--- src/rtl/rename_recovery_ctrl.sv ---
`default_nettype none
// ============================================================================
// Module      : rename_recovery_ctrl
// Description : Rebuilds the speculative rename map from the committed map
//               after a flush. One CLEAR cycle frees every physical register.
//               WALK_W committed entries per cycle are then copied back into
//               the speculative map and re-marked as allocated. DONE pulses
//               completion and bumps a saturating counter.
// Revision    : 1.0 - initial release
// ============================================================================
module rename_recovery_ctrl #(
  parameter int ARCH_REGS = 32,
  parameter int PHYS_REGS = 48,
  parameter int WALK_W    = 2,
  localparam int AW       = $clog2(ARCH_REGS),
  localparam int PW       = $clog2(PHYS_REGS)
) (
  input  logic                 clk,
  input  logic                 reset,
  input  logic                 flush_req,
  output logic [WALK_W*AW-1:0] crat_rd_idx,
  input  logic [WALK_W*PW-1:0] crat_rd_phys,
  output logic [WALK_W-1:0]    rat_restore_en,
  output logic [WALK_W*AW-1:0] rat_restore_arch,
  output logic [WALK_W*PW-1:0] rat_restore_phys,
  output logic                 fl_clear,
  output logic [WALK_W-1:0]    fl_mark_en,
  output logic [WALK_W*PW-1:0] fl_mark_phys,
  output logic                 rename_stall,
  output logic                 commit_hold,
  output logic                 busy,
  output logic                 recovery_done,
  output logic [15:0]          recovery_count
);

  // One extra bit so the walk index can never wrap at the top of the map.
  localparam int WI_W = AW + 1;
  localparam logic [WI_W-1:0] LAST_IDX = WI_W'(ARCH_REGS - WALK_W);
  localparam logic [WI_W-1:0] STEP     = WI_W'(WALK_W);

  typedef enum logic [1:0] {
    ST_IDLE  = 2'd0,
    ST_CLEAR = 2'd1,
    ST_WALK  = 2'd2,
    ST_DONE  = 2'd3
  } state_t;

  state_t            state_q, state_d;
  logic [WI_W-1:0]   walk_idx_q, walk_idx_d;
  logic [15:0]       count_q, count_d;
  logic              in_walk;

  // Next-state logic: a flush in any non-idle state restarts from CLEAR.
  always_comb begin
    state_d    = state_q;
    walk_idx_d = walk_idx_q;
    count_d    = count_q;
    case (state_q)
      ST_IDLE: begin
        if (flush_req) state_d = ST_CLEAR;
      end
      ST_CLEAR: begin
        walk_idx_d = '0;
        state_d    = flush_req ? ST_CLEAR : ST_WALK;
      end
      ST_WALK: begin
        if (flush_req) begin
          state_d    = ST_CLEAR;
          walk_idx_d = '0;
        end else if (walk_idx_q == LAST_IDX) begin
          state_d    = ST_DONE;
          walk_idx_d = '0;
        end else begin
          walk_idx_d = walk_idx_q + STEP;
        end
      end
      ST_DONE: begin
        // The finished pass counts even if a new flush arrives this cycle.
        count_d = (count_q == 16'hFFFF) ? count_q : count_q + 16'd1;
        state_d = flush_req ? ST_CLEAR : ST_IDLE;
      end
      default: state_d = ST_IDLE;
    endcase
  end

  // State, walk pointer and completion counter registers.
  always_ff @(posedge clk or negedge reset) begin
    if (!reset) begin
      state_q    <= ST_IDLE;
      walk_idx_q <= '0;
      count_q    <= '0;
    end else begin
      state_q    <= state_d;
      walk_idx_q <= walk_idx_d;
      count_q    <= count_d;
    end
  end

  // Status outputs decode straight from the state register, so an async
  // reset clears them without waiting for a clock edge.
  assign in_walk        = (state_q == ST_WALK);
  assign busy           = (state_q != ST_IDLE);
  assign commit_hold    = busy;
  assign fl_clear       = (state_q == ST_CLEAR);
  assign recovery_done  = (state_q == ST_DONE);
  assign recovery_count = count_q;
  // Stall in the request cycle itself; forced low while reset is held.
  assign rename_stall   = reset & (flush_req | busy);

  generate
    for (genvar i = 0; i < WALK_W; i++) begin : g_lane
      logic [AW-1:0] lane_arch;
      logic [PW-1:0] lane_phys;
      logic          lane_en;

      assign lane_arch = in_walk ? AW'(walk_idx_q + WI_W'(i)) : '0;
      assign lane_phys = in_walk ? crat_rd_phys[i*PW +: PW] : '0;
      // Arch register 0 is hardwired and never owns a physical register.
      assign lane_en   = in_walk && (lane_arch != '0);

      assign crat_rd_idx[i*AW +: AW]      = lane_arch;
      assign rat_restore_arch[i*AW +: AW] = lane_arch;
      assign rat_restore_phys[i*PW +: PW] = lane_phys;
      assign fl_mark_phys[i*PW +: PW]     = lane_phys;
      assign rat_restore_en[i]            = lane_en;
      assign fl_mark_en[i]                = lane_en;
    end
  endgenerate

endmodule
`default_nettype wire

--- config.mk ---
export PLATFORM = sky130hd
export DESIGN_NAME = rename_recovery_ctrl
export DESIGN_NICKNAME = d
export VERILOG_FILES = /design/src/rtl/rename_recovery_ctrl.sv
export SDC_FILE = /design/constraint.sdc
export NUM_CORES = 1
export LEC_CHECK = 0
export ABC_AREA = 1
export CORE_UTILIZATION = 42
export CTS_CLUSTER_SIZE = 30
export DETAILED_ROUTE_END_ITERATION = 10
export PLACE_DENSITY = 0.87
export SLEW_MARGIN = 25
export SYNTH_ARGS = -nofsm -noshare
export SYNTH_HDL_FRONTEND = slang
export SYNTH_SLANG_ARGS = --single-unit
--- constraint.sdc ---
create_clock -name clk -period 1.7 [get_ports clk]
set_input_delay 0.17 -clock clk [delete_from_list [all_inputs] [get_ports clk]]
set_output_delay 0.17 -clock clk [all_outputs]
set_load 0.01 [all_outputs]
==> results of run 1 <==
==> how the worst max path moves through the flow <==
stage	endpoint	slack, ns	cells after the start
after floorplan	rat_restore_phys[0]	0.01	7
after global placement	rat_restore_phys[11]	0.002	6
after detailed placement	fl_mark_phys[11]	-0.09	6
after CTS	rat_restore_phys[3]	-0.03	6
after global routing	crat_rd_idx[1]	-0.04	5
final	crat_rd_idx[4]	0.06	5
==> worst reg2reg max path, delay by kind of cell, from the launching register on <==
family,cells,cell delay [ns]
buffers and inverters,3,0.34
AO/OA/AOI/OAI,1,0.09
AND/OR/NAND/NOR,4,0.43
flip-flops,1,0.41
adder cells (fa/ha/maj),1,0.16
==> routing by layer <==
| metal | global-route usage | vias up | routed length, um |
|---|---|---|---|
| li1 | - | 902 | - |
| met1 | 0.2133 | 812 | 1822 |
| met2 | 0.3664 | 70 | 2167 |
| met3 | 0.03667 | 5 | 390 |
| met4 | 0.07552 | 0 | 49 |
| met5 | 0 | - | 0 |
==> stage by stage <==
step / worst slack (ns) / instance area, um2 / std cells / power (mW) / TNS, ns
5_1_grt: -0.03534 / 2490 / 379 / 2.236 / -0.3384
4_1_cts: -0.02748 / 2624 / 379 / 2.120 / -0.07630
2_1_floorplan: 0.01306 / 1837 / 265 / 1.291 / 0
6_report: 0.05598 / 2490 / 379 / 2.072 / 0
3_3_place_gp: 0.002273 / 2589 / 374 / 1.794 / 0
3_5_place_dp: -0.09158 / 2589 / 374 / 1.832 / -1.167
==> layout make-up <==
cell class,instances,share of cell area
inverter,41,0.06181
clock buffer,3,0.01658
tap,50,0.02513
clock inverter,1,0.002010
timing repair buffer,94,0.3106
multi-input combinational,167,0.3528
sequential,23,0.2312
==> layout by cell type (no fill, tap or decap) <==
master	netlist	routed
a21boi_1	0	1
conb_1	1	2
inv_2	1	2
nand3b_1	1	1
inv_1	40	39
nor2_2	3	4
clkbuf_2	0	29
dlygate4sd2_1	0	22
nand3_2	1	1
nand2_1	83	82
o21ai_0	8	8
clkdlybuf4s50_1	0	30
nand3_1	10	10
ha_1	7	5
nand2_4	1	1
o21ai_2	8	8
xor2_1	4	4
ha_4	0	1
buf_4	28	10
clkbuf_8	0	3
clkinv_2	0	1
nand4_1	7	7
dfrtp_1	23	23
nand2_2	1	2
xnor2_1	4	4
a21oi_1	3	3
ha_2	0	1
nor2_4	2	2
buf_12	0	3
nor2_1	21	20
==> timing repair <==
item	CTS	global route
buffers inserted	1	0
hold endpoints to repair	0	0
endpoints found under the setup margin	51	47
gates resized for setup	80	36
cloned	0	0
pin swaps	0	0
==> sequential cells by signal, indices dropped and copies added, names as in the netlist <==
| name | cells |
|---|---|
| walk_idx_q | 5 |
| state_q | 2 |
| recovery_count | 16 |
==> report_power, final <==
part	leakage (nW)	total [mW]	internal, mW	switching, mW
sequential	0.313	0.674	0.607	0.0674
combinational	1.05	1.06	0.487	0.575
clock	0.0255	0.336	0.164	0.172
==> cells by family (layout without fill, tap and decap cells) <==
kind of cell / count (synthesis) / count (layout) / synth area share
xor+xnor: 8 / 8 / 0.03822
flops: 23 / 23 / 0.3140
simple gates: 130 / 130 / 0.3058
fa+ha+maj: 7 / 7 / 0.04778
compound gates: 20 / 20 / 0.07236
other cells: 1 / 2 / 0.002046
buf+inv: 75 / 139 / 0.2198
==> impl_results.md, run 1 <==
* Status: finished clean
* Initial antenna violation count at 0
* CP required at 1.53 ns
* Worst Path Buf+Inv at 3
* Global route overflow at 0
* Max_cap viols at 0
* Tot GR Track Use at 0.1954
* Sink Count at 23
* Buffers added on ports at just over 80
* Ant diodes at 0
* Worst path top cell family by delay: buffers and inverters
* Ys Warns at 0
* R2r startpoint: state_q[1]
* Reg2reg setup slack at 0.18 ns
* Post-synth EDFFs at 0
* Layout Skew at about 0.0060 ns
* Final setup vio count at 0
* Min-Delay Path Class: in -> async
* Fmax at slightly above 600 MHz
* First-pass GRT wire length at 6796 um
* Register area share after synthesis at 0.3140
* Crit path largest cell delay at about 0.43 ns
* Cell with the most instances after synthesis: nand2_1
* Synth area leader: dfrtp_1
* Syn Inst Count at between 200 and 300
* DP Wirelength at approximately 3500 um
* Die Y at around 68 um
* Number of global-route vias before repair at roughly 1.6k
* WL/cell at around 12 um
* CTS Hold Bufs at 0
* CP Launch Type: flop
* CP Class: reg -> out
* Arrival time at the worst endpoint at roughly 1.5 ns
* Crit-path slowest cell: dfrtp_1
* Layout cells sized above 1 at 0.2067
* Drt drc at 0
* Die extent in x at 68.06 um
* IO Pins at 84
* Setup crit start: state_q[1]
* Most used DFF post-synth: dfrtp_1
* Fin. Hold Viols at 0
* Leak pwr at around 1.4 nW
* CTS tree: done
* Worst-Skew Late Latency at roughly 0.26 ns
* Routed Antenna Nets at 0
* Top cells by area, synth: dfrtp_1 31%, nand2_1 17%, buf_4 11%, inv_1 8.2%, ha_1 4.8%
* Row count at 23
* P&R area growth vs syn at 35.84%
* Final Critical Period at 1.644 ns
* Fraction of registers with async set/reset at 1.000
* Core box area at around 0.004 mm2
* Num CTS Buffers at 3
* CTS max path bufs at 2
* Yosys cell types at 26
* Critical path cell sequence: buf_4 -> ha_4 -> nand2_1 -> inv_1 -> dlygate4sd2_1
* CTS root buffer: clkbuf_8
* Reg2Reg Depth at 9
* Power per Cell Area at between 800 and 900 mW/mm2
* GP Congestion at between 0.7 and 0.8
* Worst-path clk slew at around 0.08 ns
* Layout filler cell count at 378
* Largest net degree at the start of global routing at 24
* Multi-input logic area at 878.3 um2
* Util after Layout at 0.6093
* CTS H-tree lvls at 1
* Syn Area/Cell at 6.943 um2
* Drt total wl at roughly 4400 um
* DR pass1 iterations at 4
* RSZ-0062 raised after global routing: true
* Mapped Area at roughly 0.0018 mm2
* Worst R2R End: state_q[0]
* WHS at 0.3191 ns
* Post-layout nets at between 300 and 400
* Crit share post-route at 0.9671
* DR vias/cell at 4.720
* CP endpoint kind: output pin
* Register area at 575.6 um2
* Top cells by count, synth: 83 x nand2_1, 40 x inv_1, 28 x buf_4
* Die area at between 0.004 and 0.005 mm2
* Area fraction of the dominant cell type after synthesis at 0.3140
* Worst vdd ir at between 0.7 and 0.8 mV
* Max Transition Viols Final at 0
* #FFs+latches synth at 23
* Initial DRC count at 33
* Initial Util at 0.4486
* Vias at approximately 1.8k
* Crit path max fanout at 5
No activity file was read; power rests on OpenSTA's default activity.
==> run 2: changes to the inputs <==
--- a/config.mk
+++ b/config.mk
@@ -6,9 +6,11 @@
 export NUM_CORES = 1
 export LEC_CHECK = 0
 export ABC_AREA = 1
+export CORE_ASPECT_RATIO = 1.25
 export CORE_UTILIZATION = 42
 export CTS_CLUSTER_SIZE = 30
 export DETAILED_ROUTE_END_ITERATION = 10
+export GPL_TIMING_DRIVEN = 0
 export PLACE_DENSITY = 0.87
 export SLEW_MARGIN = 25
 export SYNTH_ARGS = -nofsm -noshare
==> run 2 against run 1 <==
Compared with the run above: sequential cell count stayed put; combinational power is 20% higher; first-iteration DRC count is 70% higher.
==> impl_results.md, run 2 (synthesized netlist as in run 1, its figures left out) <==
* Status: finished clean
* Crit share post-route at 0.9817 (+0.01466)
* Layout cells sized above 1 at 0.3437 (+0.1370)
* Initial DRC count at 56 (+70%)
* Post-route insts no fill at 411 (+8.4%)
* CP required at 1.53 ns (about the same)
* Drt total wl at 5083 um (+15%)
* CP endpoint kind: output pin
* CTS root buffer: clkbuf_8
* Number of global-route vias before repair at 1746 (+7.5%)
* Reg2reg setup slack at 0.14 ns (-0.04 ns)
* WL/cell at 12.37 um (+5.8%)
* Sw Share at 0.3880 (-0.005249)
* Fmax at 599.2 MHz (-1.5%)
* Layout filler cell count at 339 (-10%)
* Final setup vio count at 0 (unchanged)
* Max_cap viols at 0 (unchanged)
* Sink Count at 23 (unchanged)
* Worst vdd ir at 0.6768 mV (-6.6%)
* Die area at 0.004634 mm2 (about the same)
* Buffers added on ports at 81 (unchanged)
* Pint at 1.406 mW (+12%)
* Commonest cells after routing, fill and taps aside: 69 x nand2_1, 29 x inv_1, 29 x buf_4, 29 x clkdlybuf4s50_1
* Slew headroom at 0.6501
* CTS tree: done
* CTS H-tree lvls at 1 (unchanged)
* Fin. Hold Viols at 0 (unchanged)
* Tot GR Track Use at 0.2194 (+0.02400)
* Final Critical Period at 1.669 ns (+0.02492 ns)
* CTS max path bufs at 2 (unchanged)
* Die Y at 75.86 um (+11%)
* P&R area growth vs syn at 56.04%
* Arrival time at the worst endpoint at 1.50 ns (+0.03 ns)
* Num CTS Buffers at 3 (unchanged)
* Worst-path clk slew at 0.08 ns (about the same)
* Max Transition Viols Final at 0 (unchanged)
* Placed cell count at 402 (+7.5%)
* Largest net degree at the start of global routing at 24 (unchanged)
* Multi-input logic area at 963.4 um2 (+9.7%)
* GP Congestion at 0.8429 (+8.3%)
* RSZ-0062 raised after global routing: true
* Initial antenna violation count at 0 (unchanged)
* Leak pwr at 1.593 nW (+15%)
* Min-Delay Path Class: in -> async
* First-pass GRT wire length at 7576 um (+11%)
* Register area at 578.1 um2 (+0.43%)
* Row count at 26 (+13%)
* Post-layout nets at 378 (+7.4%)
* Slew of the pin with the lowest slew margin at around 0.52 ns
* Die extent in x at 61.09 um (-10%)
* Ant diodes at 0 (unchanged)
* Vias at 1911 (+6.8%)
* Layout Skew at 0.004672 ns (-0.001287 ns)
* Most common cell after layout, fill and taps aside: nand2_1
* IO Pins at 84 (unchanged)
* Net Switching at 891.0 uW (+9.4%)
* Clock network power share at 0.144 (-0.018)
* DP Wirelength at 3759 um (+7.1%)
* Max FFs per register at 16 (unchanged)
* Drt drc at 0 (unchanged)
* DR pass1 iterations at 4 (unchanged)
* Seq pwr share at 0.304 (-0.021)
* CP Class: reg -> out
* Crit path max fanout at 6 (+1)
* Routed Antenna Nets at 0 (unchanged)
* DR vias/cell at 4.650 (-1.5%)
* Core box area at 0.004131 mm2 (+1.1%)
* Total power at 2.297 mW (+11%)
* Worst-Skew Late Latency at 0.26 ns (about the same)
* Power per Cell Area at 803.0 mW/mm2 (-3.5%)
* Comb power frac at 0.552 (+0.039)
* Global route overflow at 0 (unchanged)
* Initial Util at 0.4437 (-0.004890)
* CP Launch Type: flop
run 2: changes by cell type in the layout (fill, tap and decap cells not counted), sizes merged:
cell	previous run	this run
dlymetal6s2s	0	1
clkbuf	32	27
clkdlybuf4s50	30	29
clkinv	1	0
dlygate4sd2	22	14
clkdlybuf4s15	0	3
buf	13	50
run 2: critical path, cell delays in order (launching register included):
cell       delay (ns)
dfrtp_2          0.44
ha_4             0.19
buf_12           0.14
clkbuf_16        0.16
nand2_4          0.06
inv_2            0.04
buf_6            0.10
buf_6            0.11
run 2: metrics by stage:
stage	setup WS [ns]	hold WS [ns]	instance area, um2	setup TNS (ns)	util
2_1_floorplan	0.01306	-0.1256	1837	0	-
3_3_place_gp	-0.7242	0.5205	2718	-16.09	0.6578
3_5_place_dp	-0.6121	0.1866	2713	-16.17	0.6566
4_1_cts	-0.08642	0.5676	2780	-0.1218	0.6729
5_1_grt	-0.03560	0.04885	2860	-0.1097	0.6923
6_report	0.03106	0.008835	2860	0	0.6923
run 2: cell type report:
class	count	share of cell area
Multi-Input combinational cell	167	0.3368
Timing Repair Buffer	91	0.2826
Sequential cell	23	0.2021
Buffer	29	0.08443
Inverter	41	0.05381
Tap cell	56	0.02450
Clock buffer	4	0.01575
run 2: routing by layer:
metal	track usage	wire length, um	up-vias
met2	0.4300	2526	100
li1	-	-	954
met4	0.06313	65	0
met1	0.2248	1928	848
met5	0	0	-
met3	0.05093	563	9
run 2: final timing paths:
check                                      endpoint         startpoint  cells after the start
worst max-delay path            rat_restore_phys[3]         state_q[1]                      7
worst min-delay path             recovery_count[15]              reset                      2
worst max register to register   recovery_count[14]  recovery_count[0]                      9
worst min register to register           state_q[1]         state_q[1]                      2
max in group asynchronous         recovery_count[0]              reset                      2
min in group clk                         state_q[1]         state_q[1]                      2
run 2: power groups by stage:
stage,logic [mW],registers [mW],clock network (mW)
after floorplan,0.589,0.701,0
after global placement,1.06,0.700,0
after detailed placement,1.08,0.704,0
after CTS,1.11,0.693,0.338
after global routing,1.40,0.707,0.359
final,1.27,0.698,0.331
run 2: timing repair:
action	in CTS	in global routing
hold endpoints to repair	23	0
endpoints found under the setup margin	53	50
resized for setup	119	76
setup buffers	6	1
hold buffers	1	0
cloned	0	2
pin swaps	2	2
